**config.mk**
```make
export PLATFORM = sky130hd
export DESIGN_NAME = rr_arbiter
export DESIGN_NICKNAME = d
export VERILOG_FILES = /design/src/rtl/rr_arbiter.sv
export SDC_FILE = /design/constraint.sdc
export NUM_CORES = 1
export LEC_CHECK = 0
export BUFFER_PORTS_ARGS = -buffer_cell sky130_fd_sc_hd__buf_4
export CELL_PAD_IN_SITES_DETAIL_PLACEMENT = 1
export CELL_PAD_IN_SITES_GLOBAL_PLACEMENT = 1
export CORE_MARGIN = 3
export CORE_UTILIZATION = 42
export CTS_BUF_LIST = sky130_fd_sc_hd__clkbuf_2
export CTS_CLUSTER_DIAMETER = 150
export DETAILED_ROUTE_END_ITERATION = 6
export HOLD_SLACK_MARGIN = 0.05
export MAX_ROUTING_LAYER = met4
export PLACE_DENSITY = 0.85
export SLEW_MARGIN = 20
export SYNTH_ARGS = -nofsm -noshare
export SYNTH_HDL_FRONTEND = slang
export SYNTH_SLANG_ARGS = --single-unit
```
**constraint.sdc**
```tcl
create_clock -name clk_i -period 5 [get_ports clk_i]
set_clock_uncertainty 0.1 [all_clocks]
set_input_delay 0.5 -clock clk_i [delete_from_list [all_inputs] [get_ports clk_i]]
set_output_delay 0.5 -clock clk_i [all_outputs]
set_load 0.01 [all_outputs]
```
**src/rtl/rr_arbiter.sv**
```systemverilog
// Round-robin arbiter with a registered one-hot grant that is held until a valid/ready handshake.
// Optional build macro RR_ARBITER_LOCK_EN adds lock_i to re-grant the same requester at a handshake.
module rr_arbiter #(
  parameter int unsigned NUM_REQ = 16
) (
  input  logic                       clk_i,
  input  logic                       arst_ni,
  input  logic [NUM_REQ-1:0]         req_i,
  output logic [NUM_REQ-1:0]         gnt_o,
  output logic [$clog2(NUM_REQ)-1:0] gnt_idx_o,
  output logic                       gnt_valid_o,
  input  logic                       gnt_ready_i
`ifdef RR_ARBITER_LOCK_EN
  ,
  input  logic                       lock_i
`endif
);

  localparam int unsigned IDX_W = $clog2(NUM_REQ);

  typedef enum logic {
    IDLE,
    HOLD
  } state_e;

  state_e             state_q, state_d;
  logic [IDX_W-1:0]   ptr_q, ptr_d;
  logic [IDX_W-1:0]   idx_q, idx_d;
  logic [NUM_REQ-1:0] gnt_q, gnt_d;

  logic               handshake;
  logic               keep_ptr;
  logic [IDX_W-1:0]   search_base;
  logic [IDX_W-1:0]   cand;
  logic               sel_found;
  logic [IDX_W-1:0]   sel_idx;
  logic [NUM_REQ-1:0] sel_onehot;

`ifdef RR_ARBITER_LOCK_EN
  assign keep_ptr = lock_i;
`else
  assign keep_ptr = 1'b0;
`endif

  assign handshake = (state_q == HOLD) && gnt_ready_i;

  // At a handshake the search must already use the post-handshake pointer,
  // so the next grant can be issued on the same edge.
  always_comb begin
    search_base = ptr_q;
    if (handshake) begin
      search_base = keep_ptr ? idx_q : idx_q + 1'b1;
    end
  end

  always_comb begin
    sel_found = 1'b0;
    sel_idx   = '0;
    cand      = '0;
    for (int unsigned i = 0; i < NUM_REQ; i++) begin
      cand = search_base + IDX_W'(i);
      if (!sel_found && req_i[cand]) begin
        sel_found = 1'b1;
        sel_idx   = cand;
      end
    end
  end

  always_comb begin
    sel_onehot          = '0;
    sel_onehot[sel_idx] = 1'b1;
  end

  // State register
  always_ff @(posedge clk_i or negedge arst_ni) begin
    if (!arst_ni) begin
      state_q <= IDLE;
      ptr_q   <= '0;
      idx_q   <= '0;
      gnt_q   <= '0;
    end else begin
      state_q <= state_d;
      ptr_q   <= ptr_d;
      idx_q   <= idx_d;
      gnt_q   <= gnt_d;
    end
  end

  // Next-state logic
  always_comb begin
    state_d = state_q;
    ptr_d   = ptr_q;
    idx_d   = idx_q;
    gnt_d   = gnt_q;
    unique case (state_q)
      IDLE: begin
        if (sel_found) begin
          state_d = HOLD;
          idx_d   = sel_idx;
          gnt_d   = sel_onehot;
        end
      end
      HOLD: begin
        if (handshake) begin
          if (!keep_ptr) begin
            ptr_d = idx_q + 1'b1;
          end
          if (sel_found) begin
            idx_d = sel_idx;
            gnt_d = sel_onehot;
          end else begin
            state_d = IDLE;
            idx_d   = '0;
            gnt_d   = '0;
          end
        end
      end
      default: begin
        state_d = IDLE;
        idx_d   = '0;
        gnt_d   = '0;
      end
    endcase
  end

  // Outputs
  always_comb begin
    gnt_o       = gnt_q;
    gnt_idx_o   = idx_q;
    gnt_valid_o = (state_q == HOLD);
  end

endmodule

```
==> flow_summary.toml, run 1 <==
[timing]
hold-worst-slack_ns = 0.425
maxSlewViolCount = 0
timing.setup.tns_ns = 0
hold_viol = 0
period_minus_slack_ns = 4.75
fmax_mhz = 211
worst_pin_slew_ns = 0.710
period_share_pct = 95.0
rsz0062_at_grt = "false"
setup_viol = 0
slew_headroom_pct = 51.3

[synth]
avgSynthCellArea_um2 = 7.96
synth-main-ff-cell = "dfrtp_1"
async_flop_share_pct = 100
synth_seq_cells = 25
ys.warnings.count = 0
synth_cell_type_count = 80
netlist_area_um2 = 3750
yosysSeqAreaShare_pct = 16.7
syn_nets = 494
synthCells = 472
synth_edf_count = 0

[clock_network]
cts_sinks = 25
clkLatencyLatePin_ns = 0.33
htree_levels = 1
path_clk_slew_ns = 0.22
cts_buffers = 3
cts-root-buf = "clkbuf_2"
cts_tree = "yes"
clock_path_buffers = 2

[worst_setup_path]
r2r_end = "gnt_o[5]"
worstPathRequired_ns = 5.15
endpoint_kind = "flop"
criticalPathCategory = "reg2reg"
crit_path_start_kind = "flop"
crit_arrival_ns = 4.90
worstRegToRegCells = 13
r2r_start = "gnt_valid_o"
worstPathMaxFanout = 10
reg2reg_slack_ns = 0.25

[routing]
detail-route-antenna-nets = 0
drc = 0
vias = 4143
first_pass_iters = 5
via_per_inst = 6.84
finalWirelength_um = 14000
wire_per_inst_um = 23.1
first_iter_violations = 305

[floorplan]
fp-row-count = 33
design.core.area_um2 = 8460
die_y_um = 101
die_w_um = 101
die-area_um2 = 10100
start_util_pct = 44.4
io_pins = 40

[min_path]
hp-class = "reg2reg"
hold-path-endpoint = "gnt_o[9]"
worstHoldPathCells = 1
min-delay-start = "gnt_o[9]"

[finish]
nets = 524
seq_area_um2 = 626
area_delta_synth_final_pct = 11.1
final_common_cell = "nand3_1"
layout_common_cells = "nand3_1 (60), buf_4 (53), nand2_1 (33)"
fillers = 1044
multiInputGateArea_um2 = 2950
diodes = 0
drive_gt1_share_pct = 21.8

[place]
routabilityCongestion = 1.06
io_buffer_count = 39
dp_hpwl_um = 11300

[global_route]
grt_pass1_vias = 4181
grt-ovfl-total = 0
grt_usage_pct = 28.4
grt_max_degree = 31
antenna_found_initial = 0
grt_pass1_wl_um = 22300

[run]
maxCapViolations = 0

[run_status]
status = "completed"
-- cell usage after synthesis, drive strengths merged, types with 8 or more instances --
| cell type | number | area, um2 |
|---|---|---|
| nand3 | 63 | 325 |
| nand2 | 33 | 124 |
| o21ai | 32 | 160 |
| and2 | 29 | 181 |
| nor2 | 28 | 123 |
| dfrtp | 25 | 626 |
| buf | 23 | 143 |
| a21oi | 20 | 115 |
| xnor2 | 16 | 174 |
| mux2i | 12 | 120 |
| a22o | 10 | 87.6 |
| and3 | 10 | 62.6 |
| inv | 10 | 37.5 |
| mux2 | 10 | 113 |
| o2bb2ai | 9 | 78.8 |
| a211o | 8 | 70.1 |
| mux4 | 8 | 180 |
-- how the worst max path moves through the flow --
| stage | slack, ns | endpoint | startpoint |
|---|---|---|---|
| 2_1_floorplan | 0.19 | gnt_o[1] | gnt_ready_i |
| 3_3_place_gp | 0.39 | gnt_o[1] | gnt_ready_i |
| 3_5_place_dp | 0.29 | gnt_o[1] | gnt_ready_i |
| 4_1_cts | 0.31 | gnt_o[14] | gnt_valid_o |
| 5_1_grt | 0.05 | gnt_o[4] | gnt_valid_o |
| 6_report | 0.25 | gnt_o[5] | gnt_valid_o |
-- per-layer routing --
metal	vias up	global-route usage [%]	routed length, um
li1	1881	-	-
met1	2042	35.7	5720
met2	181	47.5	6790
met3	39	3.25	1000
met4	0	9.43	494
met5	-	-	0
-- flip-flops by register name, summed over array words and instances (netlist names) --
register	flops
gnt_valid_o	1
ptr_q	4
gnt_o	16
gnt_idx_o	4
-- metrics by stage --
step | utilization [%] | instance area, um2 | setup slack, ns | instances
floorplan | - | 3750 | 0.185 | 472
global placement | 48.7 | 4120 | 0.389 | 601
detailed placement | 48.7 | 4120 | 0.292 | 601
CTS | 49.0 | 4150 | 0.310 | 606
global route | 49.3 | 4170 | 0.0458 | 606
finish | 49.3 | 4170 | 0.252 | 606
-- cells by family after synthesis --
kind of cell    count (synthesis)  share of synthesized area (%)
mux                            30                           11.0
flops                          25                           16.7
xor+xnor                       18                           5.10
fa+ha+maj                       3                           1.00
compound gates                158                           32.2
simple gates                  199                           28.6
buf+inv                        39                           5.40
-- area by class of cell --
| type | count | area share, % |
|---|---|---|
| clock buffer | 4 | 0.480 |
| timing repair buffer | 54 | 9.78 |
| multi-input combinational | 408 | 70.7 |
| sequential | 25 | 15.0 |
| tap | 105 | 3.15 |
| inverter | 10 | 0.900 |
-- critical path: stages (launching register included) --
cell and delay, ns:
dfrtp_1 0.57, and2_1 0.33, mux2_2 0.48, ha_1 0.33, xnor2_4 0.32, mux4_2 0.59, mux2i_1 0.40, nand3b_1 0.18
o2111ai_1 0.14, a311o_1 0.37, o32ai_2 0.33, a31oi_4 0.11, nor2b_1 0.20, a22o_1 0.22
-- repair_timing --
action,CTS,global route
buffers inserted,0,0
hold buffers,1,0
endpoints found under the setup margin,0,15
gates resized for setup,0,5
hold endpoints to repair,25,0
Power of run 1 is not shown: default switching activity piles up to over one toggle a cycle in this logic, so the estimate is an artifact.
==> run 2: changes to the inputs <==
--- a/config.mk
+++ b/config.mk
@@ -9,13 +9,12 @@
 export CELL_PAD_IN_SITES_DETAIL_PLACEMENT = 1
 export CELL_PAD_IN_SITES_GLOBAL_PLACEMENT = 1
 export CORE_MARGIN = 3
-export CORE_UTILIZATION = 42
-export CTS_BUF_LIST = sky130_fd_sc_hd__clkbuf_2
+export CORE_UTILIZATION = 41
 export CTS_CLUSTER_DIAMETER = 150
 export DETAILED_ROUTE_END_ITERATION = 6
 export HOLD_SLACK_MARGIN = 0.05
 export MAX_ROUTING_LAYER = met4
-export PLACE_DENSITY = 0.85
+export PLACE_DENSITY = 0.83
 export SLEW_MARGIN = 20
 export SYNTH_ARGS = -nofsm -noshare
 export SYNTH_HDL_FRONTEND = slang
==> run 2 against run 1 <==
Utilization shrank 1.5 points. Maximum frequency is 0.18% higher. Final area up 0.84%. Final cell count grew 0.66%. Highest routed layer unchanged. Sequential cell count unchanged. Critical path depth is 1 higher. Critical endpoint is now gnt_o[14]. Via count shrank 0.48%. Wire length rose by 1.1%. Global-route usage grew 0.32 points.
==> flow_summary.toml, run 2 (same netlist as run 1, synthesis figures left out) <==
[run_status]
status = "completed"

[floorplan]
io_pins = 40
die_y_um = 102
die_w_um = 102
design.core.area_um2 = 8810
die-area_um2 = 10300
start_util_pct = 42.6
fp-row-count = 34

[worst_setup_path]
crit_buf_inv = 1
worstPathRequired_ns = 5.09
crit_path_start_kind = "flop"
slowest_delay_ns = 0.65
critPathCapture = "gnt_o[14]"
crit_family = "compound AO/OA/AOI/OAI gates"
worstSetupStartpoint = "gnt_idx_o[0]"
path_depth = 14
endpoint_kind = "flop"
r2r_start = "gnt_idx_o[0]"
worstPathMaxFanout = 14
r2r_end = "gnt_o[14]"
worstRegToRegCells = 14
criticalPathCategory = "reg2reg"
crit_arrival_ns = 4.83
reg2reg_slack_ns = 0.26
critPathSlowestCell = "mux4_2"
crit_chain = "and3b_2 > nor2_4 > inv_2 > ha_1 > xnor2_4 > mux4_2 > mux2i_2 > nand3b_1 > o2111ai_1 > a311o_1 > o32ai_2 > a31oi_4 > or2_1 > o2bb2ai_1"

[global_route]
grt_pass1_wl_um = 22400
use_met1_pct = 36.8
grt_pass1_vias = 4065
grt_busiest_layer = "met2"
met3_usage_pct = 2.96
grt_max_degree = 31
grt_usage_pct = 28.7
grt-ovfl-total = 0
use_met2_pct = 46.6
antenna_found_initial = 0

[timing]
slew_headroom_pct = 58.7
setup_viol = 0
timing.setup.tns_ns = 0
final.setup.worst_slack_ns = 0.261
fmax_mhz = 211
hold_viol = 0
period_minus_slack_ns = 4.74
worst_pin_slew_ns = 0.602
maxSlewViolCount = 0
rsz0062_at_grt = "false"
period_share_pct = 94.8

[clock_network]
cts_sinks = 25
cts_tree = "yes"
cts_buffers = 3
clkLatencyLatePin_ns = 0.27
clock_path_buffers = 2
htree_levels = 1
cts-root-buf = "clkbuf_8"
path_clk_slew_ns = 0.09

[routing]
wire_per_inst_um = 23.2
vias = 4123
first_iter_violations = 370
finalWirelength_um = 14200
first_pass_iters = 5
detail-route-antenna-nets = 0
via_per_inst = 6.76
drc = 0

[finish]
drive_gt1_share_pct = 22.3
final_common_cell = "nand3_1"
layout_common_cells = "nand3_1 (61), buf_4 (54), nand2_1 (33)"
nets = 525
fillers = 1091
finalInstanceArea_um2 = 4210
largest_reg_flops = 16
area_delta_synth_final_pct = 12.1
diodes = 0

[run]
maxCapViolations = 0

[place]
post-place-ws_ns = -0.00203
io_buffer_count = 39
routabilityCongestion = 1.00
place_area_um2 = 4130
dp_hpwl_um = 11400

[min_path]
hp-class = "reg2reg"
==> run 2: cell types whose count changed in the layout (fill, tap and decap cells not counted), sizes merged <==
cell / before / now
clkbuf: 4 / 3
clkinvlp: 0 / 1
buf: 53 / 54
==> run 2: cell type report <==
| class | count | area (um2) | area share [%] |
|---|---|---|---|
| clock inverters | 1 | 7.51 | 0.178 |
| multi-input cells | 408 | 2950 | 70.0 |
| inverters | 10 | 37.5 | 0.892 |
| well taps | 108 | 135 | 3.21 |
| repair buffers | 55 | 415 | 9.87 |
| clock buffers | 3 | 41.3 | 0.981 |
| flip-flops and latches | 25 | 626 | 14.9 |
==> run 2: worst min path at each step <==
stage / start / to / slack, ns / cells after the start
after floorplan: arst_ni / gnt_idx_o[0] / 0.10 / 0
final: gnt_o[2] / gnt_o[2] / 0.41 / 1
after global placement: arst_ni / gnt_o[12] / 0.32 / 1
after CTS: gnt_o[10] / gnt_o[10] / 0.41 / 1
after detailed placement: arst_ni / gnt_o[15] / 0.32 / 1
after global routing: gnt_o[9] / gnt_o[9] / 0.44 / 1
==> run 2: repair_timing <==
| action | in CTS | in global routing |
|---|---|---|
| hold buffers | 1 | 0 |
| endpoints found under the hold margin | 25 | 0 |
| endpoints found under the setup margin | 0 | 19 |
| buffers inserted | 0 | 0 |
| resized for setup | 0 | 6 |
==> run 2: stage by stage <==
step,hold WS [ns],std cells,utilization (%)
after floorplan,0.104,472,-
after CTS,0.408,610,47.6
final,0.411,610,47.8
after detailed placement,0.323,605,46.9
after global placement,0.316,605,46.9
after global routing,0.439,610,47.8
==> run 2: routing by layer <==
metal  vias up  routed length [um]
li1       1877                   -
met1      2016                6100
met2       194                6700
met3        36                 800
met4         0                 555
met5         -                   0
Power of run 2 is left out for the same reason.
